<file path="config.mk">
export PLATFORM = sky130hd
export DESIGN_NAME = argmax_cell
export DESIGN_NICKNAME = d
export VERILOG_FILES = /design/src/rtl/argmax_cell.sv
export SDC_FILE = /design/constraint.sdc
export NUM_CORES = 1
export LEC_CHECK = 0
export CAP_MARGIN = 20
export CORE_MARGIN = 2
export CORE_UTILIZATION = 30
export CTS_BUF_LIST = sky130_fd_sc_hd__clkbuf_8
export DETAILED_ROUTE_END_ITERATION = 16
export PLACE_DENSITY = 0.55
export SKIP_LAST_GASP = 1
export SLEW_MARGIN = 25
export SYNTH_ARGS = -nofsm -noshare
export SYNTH_HDL_FRONTEND = slang
export SYNTH_SLANG_ARGS = --single-unit
</file>
<file path="constraint.sdc">
create_clock -name clk -period 2.1 [get_ports clk]
set_input_delay 0.42 -clock clk [delete_from_list [all_inputs] [get_ports clk]]
set_output_delay 0.42 -clock clk [all_outputs]
set_load 0.05 [all_outputs]
</file>
<file path="src/rtl/argmax_cell.sv">
`default_nettype none
// ============================================================================
//  Module   : argmax_cell
//  Purpose  : Streaming argmax reducer. Accepts one (index, value) pair per
//             enabled cycle and, after every CELL_AMOUNT accepted pairs,
//             emits the index of the largest value as a one-cycle pulse.
//  Revision : 1.0 - initial release
// ============================================================================
module argmax_cell #(
  parameter int unsigned DATA_WIDTH   = 8,
  parameter int unsigned RESULT_WIDTH = 16,
  parameter int unsigned CELL_AMOUNT  = 2
) (
  input  logic                    clk,
  input  logic                    reset,
  input  logic [DATA_WIDTH-1:0]   input_index,
  input  logic [DATA_WIDTH-1:0]   input_value,
  input  logic                    input_enable,
  output logic [RESULT_WIDTH:0]   output_result
);

  // Counter is wide enough to hold CELL_AMOUNT itself, so it is never zero width.
  localparam int unsigned        c_CNT_W = $clog2(CELL_AMOUNT + 1);
  localparam logic [c_CNT_W-1:0] c_LAST  = c_CNT_W'(CELL_AMOUNT - 1);
  localparam logic [c_CNT_W-1:0] c_ONE   = c_CNT_W'(1);

  logic [c_CNT_W-1:0]    count_q,      count_d;
  logic [DATA_WIDTH-1:0] best_value_q, best_value_d;
  logic [DATA_WIDTH-1:0] best_index_q, best_index_d;
  logic [RESULT_WIDTH:0] result_q,     result_d;

  logic                  w_first;
  logic                  w_last;
  logic                  w_take;

  // Next-state: fold the incoming pair into the running best and close the
  // frame on its last pair. The first pair of a frame is taken unconditionally;
  // later pairs only win on a strictly larger value, so ties keep the earliest.
  always_comb begin
    count_d      = count_q;
    best_value_d = best_value_q;
    best_index_d = best_index_q;
    result_d     = '0;

    w_first = (count_q == '0);
    w_last  = (count_q == c_LAST);
    w_take  = w_first || (input_value > best_value_q);

    if (input_enable) begin
      if (w_take) begin
        best_value_d = input_value;
        best_index_d = input_index;
      end
      if (w_last) begin
        // With CELL_AMOUNT==1 the first pair is also the last one.
        result_d = {1'b1, RESULT_WIDTH'(w_take ? input_index : best_index_q)};
        count_d  = '0;
      end else begin
        count_d  = count_q + c_ONE;
      end
    end
  end

  // State and registered result; reset discards any partial frame and wins
  // over a pair presented in the same cycle.
  always_ff @(posedge clk) begin
    if (reset) begin
      count_q      <= '0;
      best_value_q <= '0;
      best_index_q <= '0;
      result_q     <= '0;
    end else begin
      count_q      <= count_d;
      best_value_q <= best_value_d;
      best_index_q <= best_index_d;
      result_q     <= result_d;
    end
  end

  assign output_result = result_q;

endmodule
`default_nettype wire

</file>
==> impl_metrics.xml, run 1 <==
<?xml version="1.0" encoding="UTF-8"?>
<metrics>
  <group name="flow_run">
    <metric name="drv.max_cap_violation_count" unit="">0</metric>
  </group>
  <group name="detailed_routing">
    <metric name="initialDrtViolationCount" unit="">24</metric>
    <metric name="drc" unit="">0</metric>
    <metric name="route.met2.wl" unit="mm">1.43</metric>
    <metric name="avgRoutedWirePerCell" unit="um">11.4</metric>
    <metric name="drtAntennaViolNets" unit="">0</metric>
    <metric name="drt_pass1_iterations" unit="">4</metric>
    <metric name="top_layer_used" unit="">met4</metric>
    <metric name="met3WireLength" unit="um">102</metric>
    <metric name="viasPerCell" unit="">4.39</metric>
    <metric name="detail_route.wirelength" unit="mm">2.77</metric>
    <metric name="met1_length" unit="mm">1.20</metric>
    <metric name="routed-via-count" unit="">1072</metric>
  </group>
  <group name="cells_and_area">
    <metric name="most-common-layout-cells" unit="">nand2b_1 (32), dfxtp_1 (27), mux2i_1 (24)</metric>
    <metric name="nNetsFinal" unit="">218</metric>
    <metric name="final_cell_count_no_fill" unit="">244</metric>
    <metric name="final_common_cell" unit="">nand2b_1</metric>
    <metric name="diodes" unit="">0</metric>
    <metric name="drive_above_1_share" unit="">0.147</metric>
    <metric name="synthToLayoutAreaGrowth" unit="%">39.4</metric>
  </group>
  <group name="place">
    <metric name="globalplace.congestion" unit="">0.770</metric>
    <metric name="dp.final_hpwl" unit="mm">2.01</metric>
    <metric name="buffers_on_ports" unit="">27</metric>
    <metric name="placed_cells" unit="">237</metric>
  </group>
  <group name="pwr">
    <metric name="vdd.ir_drop.worst" unit="uV">231</metric>
    <metric name="powerDensity" unit="mW/mm^2">580</metric>
    <metric name="static-leakage-power" unit="uW">0.000906</metric>
  </group>
  <group name="floorplan">
    <metric name="placementRows" unit="">25</metric>
    <metric name="design.die.area" unit="sq mm">0.00530</metric>
    <metric name="die_wd" unit="um">72.8</metric>
    <metric name="fp.coreArea" unit="sq mm">0.00463</metric>
    <metric name="floorplan.initialDensity" unit="">0.307</metric>
    <metric name="ios" unit="">36</metric>
    <metric name="fp.dieH" unit="um">72.8</metric>
  </group>
  <group name="clock_tree">
    <metric name="ctsLongestPathBuffers" unit="">2</metric>
    <metric name="post_cts_hold_buffer_count" unit="">0</metric>
    <metric name="sinks_on_the_clock_net" unit="">27</metric>
    <metric name="h-tree-depth" unit="">1</metric>
    <metric name="clkTransAtPathRegs" unit="ps">90</metric>
    <metric name="cts_made_buffers" unit="">3</metric>
    <metric name="cts_tree" unit="">done</metric>
    <metric name="skew_pair_late_insertion_delay" unit="ps">270</metric>
    <metric name="root_buffer" unit="">clkbuf_8</metric>
  </group>
  <group name="logic_synthesis">
    <metric name="yosys_register_bits" unit="">27</metric>
    <metric name="postSynthAreaPerCell" unit="sq um">9.48</metric>
    <metric name="synthesis.instances" unit="">150</metric>
    <metric name="ys.warnings.count" unit="">0</metric>
    <metric name="synthesis.area" unit="sq mm">0.00142</metric>
    <metric name="synth.distinct_cells" unit="">24</metric>
    <metric name="synth-seq-area-share" unit="">0.380</metric>
  </group>
  <group name="setup_path">
    <metric name="timing.critical_path.slowest_stage_cell" unit="">a211oi_4</metric>
    <metric name="worstSetupStartpointType" unit="">flop</metric>
    <metric name="cp_cell_sequence" unit="">inv_1 &gt; ha_4 &gt; nand2_1 &gt; o21bai_1 &gt; a21o_1 &gt; a211oi_4 &gt; clkbuf_16 &gt; mux2i_1</metric>
    <metric name="end_kind" unit="">flop</metric>
    <metric name="critPathMaxStageDelay" unit="ps">390</metric>
    <metric name="critical_path.n_buffers_inverters" unit="">2</metric>
    <metric name="worst_path_dominant_cell_family" unit="">compound AO/OA/AOI/OAI gates</metric>
    <metric name="worstPathMaxFanout" unit="">6</metric>
    <metric name="cp_data_required_time" unit="ps">2300</metric>
    <metric name="timing.critical_path.arrival" unit="ps">2180</metric>
    <metric name="critPathKind" unit="">flop to flop</metric>
  </group>
  <group name="timing">
    <metric name="finalSetupViolCount" unit="">0</metric>
    <metric name="slew_headroom" unit="">0.667</metric>
    <metric name="final-hold-violation-count" unit="">0</metric>
    <metric name="finalSetupTns" unit="ps">0</metric>
    <metric name="setup_repair_after_global_routing_missed_its_margin" unit="">false</metric>
    <metric name="timing.final.crit_period" unit="ps">1970</metric>
    <metric name="slew_viol_final" unit="">0</metric>
    <metric name="max_freq" unit="MHz">507</metric>
    <metric name="worstMarginPinSlew" unit="ps">498</metric>
    <metric name="fin_clk_skew" unit="ps">2.08</metric>
    <metric name="layout_worst_path_cycle_share" unit="">0.940</metric>
  </group>
  <group name="global_routing">
    <metric name="grt_start_max_net_pins" unit="">21</metric>
    <metric name="grt_pass1_vias" unit="">1075</metric>
    <metric name="gr-usage-all-layers" unit="">0.107</metric>
    <metric name="grt_first_pass_wirelength" unit="mm">4.51</metric>
    <metric name="initial_antenna_violation_count" unit="">0</metric>
    <metric name="global_route.overflow_total" unit="">0</metric>
  </group>
  <group name="outcome">
    <metric name="result_of_the_run" unit="">finished clean</metric>
  </group>
  <group name="hold_path">
    <metric name="min_path_type" unit="">primary input to flop</metric>
  </group>
</metrics>
## stage by stage
step | utilization | hold slack (ps) | power, uW | instance area (sq um) | setup slack, ps
global placement | 0.390 | 448 | 831 | 1810 | -733
finish | 0.428 | 451 | 1150 | 1980 | 127
detailed placement | 0.390 | 448 | 838 | 1810 | -841
global route | 0.428 | 477 | 1210 | 1980 | 24.9
floorplan | - | 435 | 749 | 1450 | 100
CTS | 0.406 | 463 | 1140 | 1880 | 11.0
## cell families (layout without fill, tap and decap cells)
family | count (synthesis) | count (layout) | synth area share
muxes | 24 | 24 | 0.169
AOI/OAI and AO/OA | 8 | 8 | 0.0572
other | 1 | 8 | 0.00264
adders and majority gates | 8 | 8 | 0.0704
xor gates and xnor gates | 1 | 1 | 0.00616
buffers and inverters | 23 | 56 | 0.0871
and+or+nand+nor | 58 | 58 | 0.227
DFF | 27 | 27 | 0.380
## final timing paths
path                         from                to  slack, ps  cells past startpoint
setup / recovery  best_value_q[3]   best_index_q[1]        130                      8
hold / removal     input_value[2]   best_value_q[2]        450                      3
setup reg to reg  best_value_q[3]   best_index_q[1]        130                      8
hold reg to reg   best_index_q[0]  output_result[0]        460                      2
## sequential cells by signal, indices dropped and copies added (netlist names)
register	flops
count_q	2
output_result	9
best_index_q	8
best_value_q	8
## what timing repair did
action	CTS	global route
setup endpoints to repair	24	24
gates resized for setup	2	12
pin swaps	3	6
gates cloned	0	1
buffers inserted	2	1
## final cells by class
cell class / count / area (sq um)
fillers: 457 / 2650
clock buffers: 3 / 41.3
flip-flops and latches: 27 / 541
well taps: 54 / 67.6
repair buffers: 43 / 453
clock inverters: 1 / 3.75
inverters: 9 / 33.8
multi-input cells: 107 / 842
## routing by layer
layer  global-route usage  vias up
li1                     -      548
met4               0.0432        0
met1                0.121      493
met2                0.197       27
met5                    0        -
met3               0.0193        4
## power by group
part / internal [uW] / switching, uW
logic: 148 / 152
clock network: 131 / 163
registers: 541 / 14.5
total: 821 / 330
## worst register-to-register path, cell delays in order (launching register included)
cell and delay [ps]:
dfxtp_1 350, inv_1 70, ha_4 260, nand2_1 70
o21bai_1 150, a21o_1 190, a211oi_4 390, clkbuf_16 230
mux2i_1 180
## Yosys cell counts
cell | n | area (sq um)
dfxtp_1 | 27 | 541
mux2i_1 | 24 | 240
conb_1 | 1 | 3.75
nor2b_1 | 1 | 6.26
nand2b_1 | 32 | 200
a41oi_2 | 1 | 16.3
o21bai_1 | 1 | 7.51
nor3_2 | 1 | 10.0
buf_6 | 1 | 11.3
a211oi_4 | 1 | 20.0
xnor2_1 | 1 | 8.76
a211o_1 | 1 | 8.76
nand2_1 | 19 | 71.3
ha_1 | 8 | 100
clkbuf_1 | 5 | 18.8
nor4_2 | 1 | 12.5
buf_4 | 8 | 60.1
a21oi_1 | 1 | 5.00
and3b_1 | 1 | 8.76
a21oi_2 | 1 | 8.76
nand4_1 | 1 | 6.26
nor2_1 | 2 | 7.51
a21o_1 | 2 | 15.0
inv_1 | 9 | 33.8
(Power assumes the default switching activity.)
==> run 2, diff against run 1 <==
- HOLD_SLACK_MARGIN: unset -> 0.02
==> results of run 2 <==
Final layout, timing and power as in run 1 (identical DEF).
